### src/rtl/perf_monitor_mc.sv
// perf_monitor_mc: in-order latency monitor for overlapping inferences.
// Every start pushes a timestamp. Every done pops the oldest one, and the
// block publishes last/min/max/sum/count statistics plus sticky errors.
module perf_monitor_mc #(
  parameter int DEPTH = 4,
  parameter int TS_W  = 32,
  parameter int LAT_W = 16,
  parameter int SUM_W = 32,
  parameter int CNT_W = 16,
  localparam int AW   = $clog2(DEPTH)
) (
  input  logic              clk,
  input  logic              rst,
  input  logic              start_inference,
  input  logic              inference_done,
  input  logic              clear_stats,
  output logic [TS_W-1:0]   total_cycles,
  output logic              lat_valid,
  output logic [LAT_W-1:0]  latency_cycles,
  output logic [LAT_W-1:0]  lat_min,
  output logic [LAT_W-1:0]  lat_max,
  output logic [SUM_W-1:0]  lat_sum,
  output logic [CNT_W-1:0]  done_count,
  output logic [AW:0]       outstanding,
  output logic              err_overflow,
  output logic              err_underflow
);

  localparam logic [AW:0] FULL_C = (AW+1)'(DEPTH);

  logic [TS_W-1:0]  cyc_q;
  logic [TS_W-1:0]  ts_mem [DEPTH];
  logic [AW-1:0]    rd_q, wr_q;
  logic [AW:0]      occ_q, occ_d;
  logic             pop, push;
  logic [TS_W-1:0]  lat_raw;
  logic [LAT_W-1:0] lat_clip;
  logic [SUM_W:0]   sum_ext;

  logic             lat_valid_q, err_ovf_q, err_unf_q;
  logic [LAT_W-1:0] lat_q, min_q, max_q;
  logic [SUM_W-1:0] sum_q;
  logic [CNT_W-1:0] cnt_q;

  // Pop decision, push-if-room (a same-cycle pop frees a slot), latency math
  always_comb begin
    pop      = inference_done && (occ_q != '0);
    push     = start_inference && ((occ_q != FULL_C) || pop);
    lat_raw  = cyc_q - ts_mem[rd_q];
    lat_clip = ((lat_raw >> LAT_W) != '0) ? '1 : lat_raw[LAT_W-1:0];
    sum_ext  = {1'b0, sum_q} + {{(SUM_W+1-LAT_W){1'b0}}, lat_clip};
    occ_d    = occ_q + (AW+1)'(push) - (AW+1)'(pop);
  end

  // Timestamp storage; contents need no reset because occupancy guards reads
  always_ff @(posedge clk) begin
    if (!rst && push) ts_mem[wr_q] <= cyc_q;
  end

  // Free-running counter and FIFO pointers
  always_ff @(posedge clk) begin
    if (rst) begin
      cyc_q <= '0;
      rd_q  <= '0;
      wr_q  <= '0;
      occ_q <= '0;
    end else begin
      cyc_q <= cyc_q + 1'b1;
      if (pop)  rd_q <= rd_q + 1'b1;
      if (push) wr_q <= wr_q + 1'b1;
      occ_q <= occ_d;
    end
  end

  // Statistics and sticky errors; clear discards a coincident sample
  always_ff @(posedge clk) begin
    if (rst || clear_stats) begin
      lat_valid_q <= 1'b0;
      lat_q       <= '0;
      min_q       <= '1;
      max_q       <= '0;
      sum_q       <= '0;
      cnt_q       <= '0;
      err_ovf_q   <= 1'b0;
      err_unf_q   <= 1'b0;
    end else begin
      lat_valid_q <= pop;
      if (start_inference && !push) err_ovf_q <= 1'b1;
      if (inference_done && !pop)   err_unf_q <= 1'b1;
      if (pop) begin
        lat_q <= lat_clip;
        if (lat_clip < min_q) min_q <= lat_clip;
        if (lat_clip > max_q) max_q <= lat_clip;
        sum_q <= sum_ext[SUM_W] ? '1 : sum_ext[SUM_W-1:0];
        if (cnt_q != '1) cnt_q <= cnt_q + 1'b1;
      end
    end
  end

  assign total_cycles   = cyc_q;
  assign lat_valid      = lat_valid_q;
  assign latency_cycles = lat_q;
  assign lat_min        = min_q;
  assign lat_max        = max_q;
  assign lat_sum        = sum_q;
  assign done_count     = cnt_q;
  assign outstanding    = occ_q;
  assign err_overflow   = err_ovf_q;
  assign err_underflow  = err_unf_q;

endmodule

### config.mk
export PLATFORM = sky130hd
export DESIGN_NAME = perf_monitor_mc
export DESIGN_NICKNAME = d
export VERILOG_FILES = /design/src/rtl/perf_monitor_mc.sv
export SDC_FILE = /design/constraint.sdc
export NUM_CORES = 1
export LEC_CHECK = 0
export ABC_CLOCK_PERIOD_IN_PS = 6600
export CAP_MARGIN = 20
export CELL_PAD_IN_SITES_DETAIL_PLACEMENT = 0
export CELL_PAD_IN_SITES_GLOBAL_PLACEMENT = 2
export CORE_ASPECT_RATIO = 0.9
export CORE_UTILIZATION = 34
export DETAILED_ROUTE_END_ITERATION = 7
export PLACE_DENSITY_LB_ADDON = 0.1
export SYNTH_ARGS = -nofsm -noshare
export SYNTH_HDL_FRONTEND = slang
export SYNTH_SLANG_ARGS = --single-unit
### constraint.sdc
create_clock -name clk -period 6.6 [get_ports clk]
set_input_delay 1.32 -clock clk [delete_from_list [all_inputs] [get_ports clk]]
set_output_delay 1.32 -clock clk [all_outputs]
set_load 0.01 [all_outputs]
==> run_results.csv <==
group,metric,value,unit
status,status,"completed",
yosys,ys.flop_type,"dfxtp_1",
timing,hold_viol,0,
timing,fin_crit_sh,95.3,%
timing,worst_pin_slew,0.890,ns
power,ir_worst_vdd,0.000191,V
timing,holdWs,0.458,ns
yosys,ys_seq_area_share,46.7,%
floorplan,io_pins,139,
drt,viasPerCell,5.14,
drt,drc,0,
floorplan,die_y,196,um
drt,routedWlPerCell,20.0,um
yosys,ys_ff_latch,268,
floorplan,core,0.0410,sq mm
critical_path,path_max_fanout,15,
clock_network,ctsHoldBuffers,0,
critical_path,critical_path_buf_inv_count,5,
clock_network,clkTransAtPathRegs,0.06,ns
critical_path,cp-start-kind,"flip-flop",
clock_network,numCtsBuffers,31,
clock_network,htree_levels,1,
yosys,synth_edf_count,128,
clock_network,cts.sinks,268,
global_route,antenna_found_initial,0,
critical_path,r2r_end,"lat_sum[1]",
yosys,syn_avg_cell_area,10.3,sq um
yosys,synth_area_leaders,"edfxtp_1 (27%), dfxtp_1 (20%), ha_1 (7.6%), mux4_2 (5.1%), nand2_1 (4.7%)",
yosys,synth_area,0.0142,sq mm
critical_path,cp_num_cells,25,
yosys,synthesis.nets,1481,
drt,num_vias,11100,
cells_and_area,nets,1686,
critical_path,critPathKind,"flip-flop to flip-flop",
critical_path,crit_path_end_kind,"flip-flop",
critical_path,crit_required,7.03,ns
cells_and_area,syn2layout_area_growth,26.5,%
global_route,grt_pass1_wl,66000,um
cells_and_area,drive_gt1_share,14.9,%
clock_network,cts_root_buffer,"clkbuf_16",
floorplan,die-area,0.0427,sq mm
critical_path,regToRegSetupSlack,0.31,ns
clock_network,cts_tree,"done",
critical_path,max_stage_delay,0.53,ns
yosys,yosysTopAreaCell,"edfxtp_1",
global_route,overflow,0,
hold_path,hold_start,"latency_cycles[1]",
timing,slew_violations,0,
timing,setup_violations,0,
critical_path,cp_slowest_cell,"or4_1",
clock_network,clk_path_buf_depth,3,
hold_path,hold_depth,2,
floorplan,num_rows,70,
floorplan,die_width,218,um
timing,fmax,159,MHz
global_route,grt_max_degree,55,
yosys,ys_warn_count,0,
placement,portBuffers,138,
timing,min_period,6.29,ns
yosys,synth_top_area_share,27.0,%
drt,drt-initial-drc-count,589,
critical_path,path_delay_family,"compound AO/OA/AOI/OAI gates",
global_route,gr-usage-all-layers,20.1,%
placement,dp_hpwl,31300,um
power,p_leak,0.00687,uW
timing,skew,0.0130,ns
yosys,async_reset_ff_share,0,%
placement,dp_cells,2088,
yosys,yosysUniqueCellTypes,86,
hold_path,holdPathEnd,"latency_cycles[1]",
hold_path,hold_class,"flip-flop to flip-flop",
critical_path,reg2reg_depth,25,
drt,drtAntennaViolNets,0,
drt,drt_pass1_iterations,5,
power,powerDensity,302,mW/mm^2
timing,slew_headroom,40.5,%
run,cap_viol_max_count,0,
clock_network,clk-insertion-delay-late,0.58,ns
global_route,grt_pass1_vias,11000,
cells_and_area,final_cells,2158,
drt,wl,43100,um
floorplan,initial_core_util,34.7,%
yosys,synth_cells,1387,
placement,gp_congestion,0.874,
critical_path,cp.arrival,6.72,ns
[synthesized netlist by cell type (4+ instances only)]
cell / n
a211oi_1: 13
a21o_1: 30
a21oi_1: 105
a311oi_1: 7
a31oi_1: 12
and2_1: 19
and3_1: 18
and4_1: 6
buf_1: 9
clkbuf_1: 31
dfxtp_1: 140
edfxtp_1: 128
ha_1: 86
inv_1: 77
mux2i_1: 39
mux4_2: 32
nand2_1: 180
nand2_2: 4
nand2b_1: 12
nand3_1: 29
nand4_1: 30
nor2_1: 97
nor2b_1: 14
nor3_1: 16
nor4_1: 6
o211ai_1: 10
o21a_1: 6
o21ai_0: 43
o21ai_1: 6
o21bai_1: 6
or2_2: 9
or3_1: 13
xnor2_1: 26
xor2_1: 49
[tightest hold or removal path, delay by kind of cell (launching register included)]
| kind | cells | cell delay, ns |
|---|---|---|
| AOI/OAI and AO/OA | 1 | 0.05 |
| DFF | 1 | 0.31 |
| and+or+nand+nor | 1 | 0.05 |
[layout by cell type, fill, tap and decap left out, types with 49 or more instances in the layout]
cell type,Yosys,routed
nor2_1,97,96
nand2_1,180,178
xor2_1,49,49
inv_1,77,77
clkdlybuf4s50_1,0,137
a21oi_1,105,97
buf_4,2,75
dfxtp_1,140,139
edfxtp_1,128,128
ha_1,86,81
[registers in the layout (all words and copies together), names as in the netlist, named ones only]
name	cells
ts_mem	128
lat_sum	32
total_cycles	32
done_count	16
lat_max	16
lat_min	16
latency_cycles	16
outstanding	3
rd_q	2
wr_q	2
err_overflow	1
err_underflow	1
lat_valid	1
[cell families (layout without fill, tap and decap cells)]
kind of cell / count (synthesis) / after routing / synth area share (%)
other: 0 / 1 / 0
and+or+nand+nor: 474 / 474 / 16.2
DFF: 268 / 268 / 46.7
adders and majority gates: 89 / 89 / 7.98
xor gates and xnor gates: 75 / 75 / 4.62
buffers and inverters: 128 / 358 / 3.90
AOI/OAI and AO/OA: 281 / 281 / 12.7
muxes: 72 / 72 / 7.89
[per-layer routing]
metal | routed length, um | global-route usage (%) | vias up
met4 | 714 | 3.78 | 0
met1 | 22100 | 30.2 | 5431
li1 | - | - | 5436
met5 | 0 | 0 | -
met3 | 1750 | 3.01 | 43
met2 | 18600 | 30.5 | 174
[stage by stage]
step           setup TNS (ns)  setup WS (ns)  utilization (%)  power, uW  area [sq um]
2_1_floorplan               0         0.0286                -       2980         14200
3_3_place_gp                0          0.114             40.6       3550         16700
3_5_place_dp                0         0.0623             40.6       3530         16700
4_1_cts                     0        0.00753             43.3       5390         17700
5_1_grt               -0.0686        -0.0294             43.9       5750         18000
6_report                    0          0.311             43.9       5440         18000
[power breakdown]
part | internal [uW] | leakage, uW | total [uW] | switching (uW)
sequential | 1830 | 0.00234 | 1910 | 82.8
clock | 1110 | 0.000526 | 1830 | 722
combinational | 771 | 0.00401 | 1700 | 925
[repair_timing]
item	in CTS	in global routing
gates resized for setup	0	34
buffers inserted	0	9
endpoints found under the setup margin	0	62
[cell type report]
class	count	area, sq um
antenna	1	2.50
clock buffer	35	801
clock inverter	23	290
fill	3959	23000
inverter	78	293
multi-input combinational	991	7170
sequential	268	6650
tap	540	676
timing repair buffer	222	2120
[worst max-delay path by stage]
| stage | from | to | slack, ns |
|---|---|---|---|
| floorplan | flip-flop | lat_sum[20] | 0.03 |
| global placement | flip-flop | lat_sum[5] | 0.11 |
| detailed placement | flip-flop | lat_sum[5] | 0.06 |
| CTS | flip-flop | lat_sum[5] | 0.008 |
| global route | flip-flop | lat_sum[15] | -0.03 |
| finish | flip-flop | lat_sum[1] | 0.31 |
(Power assumes the default switching activity.)
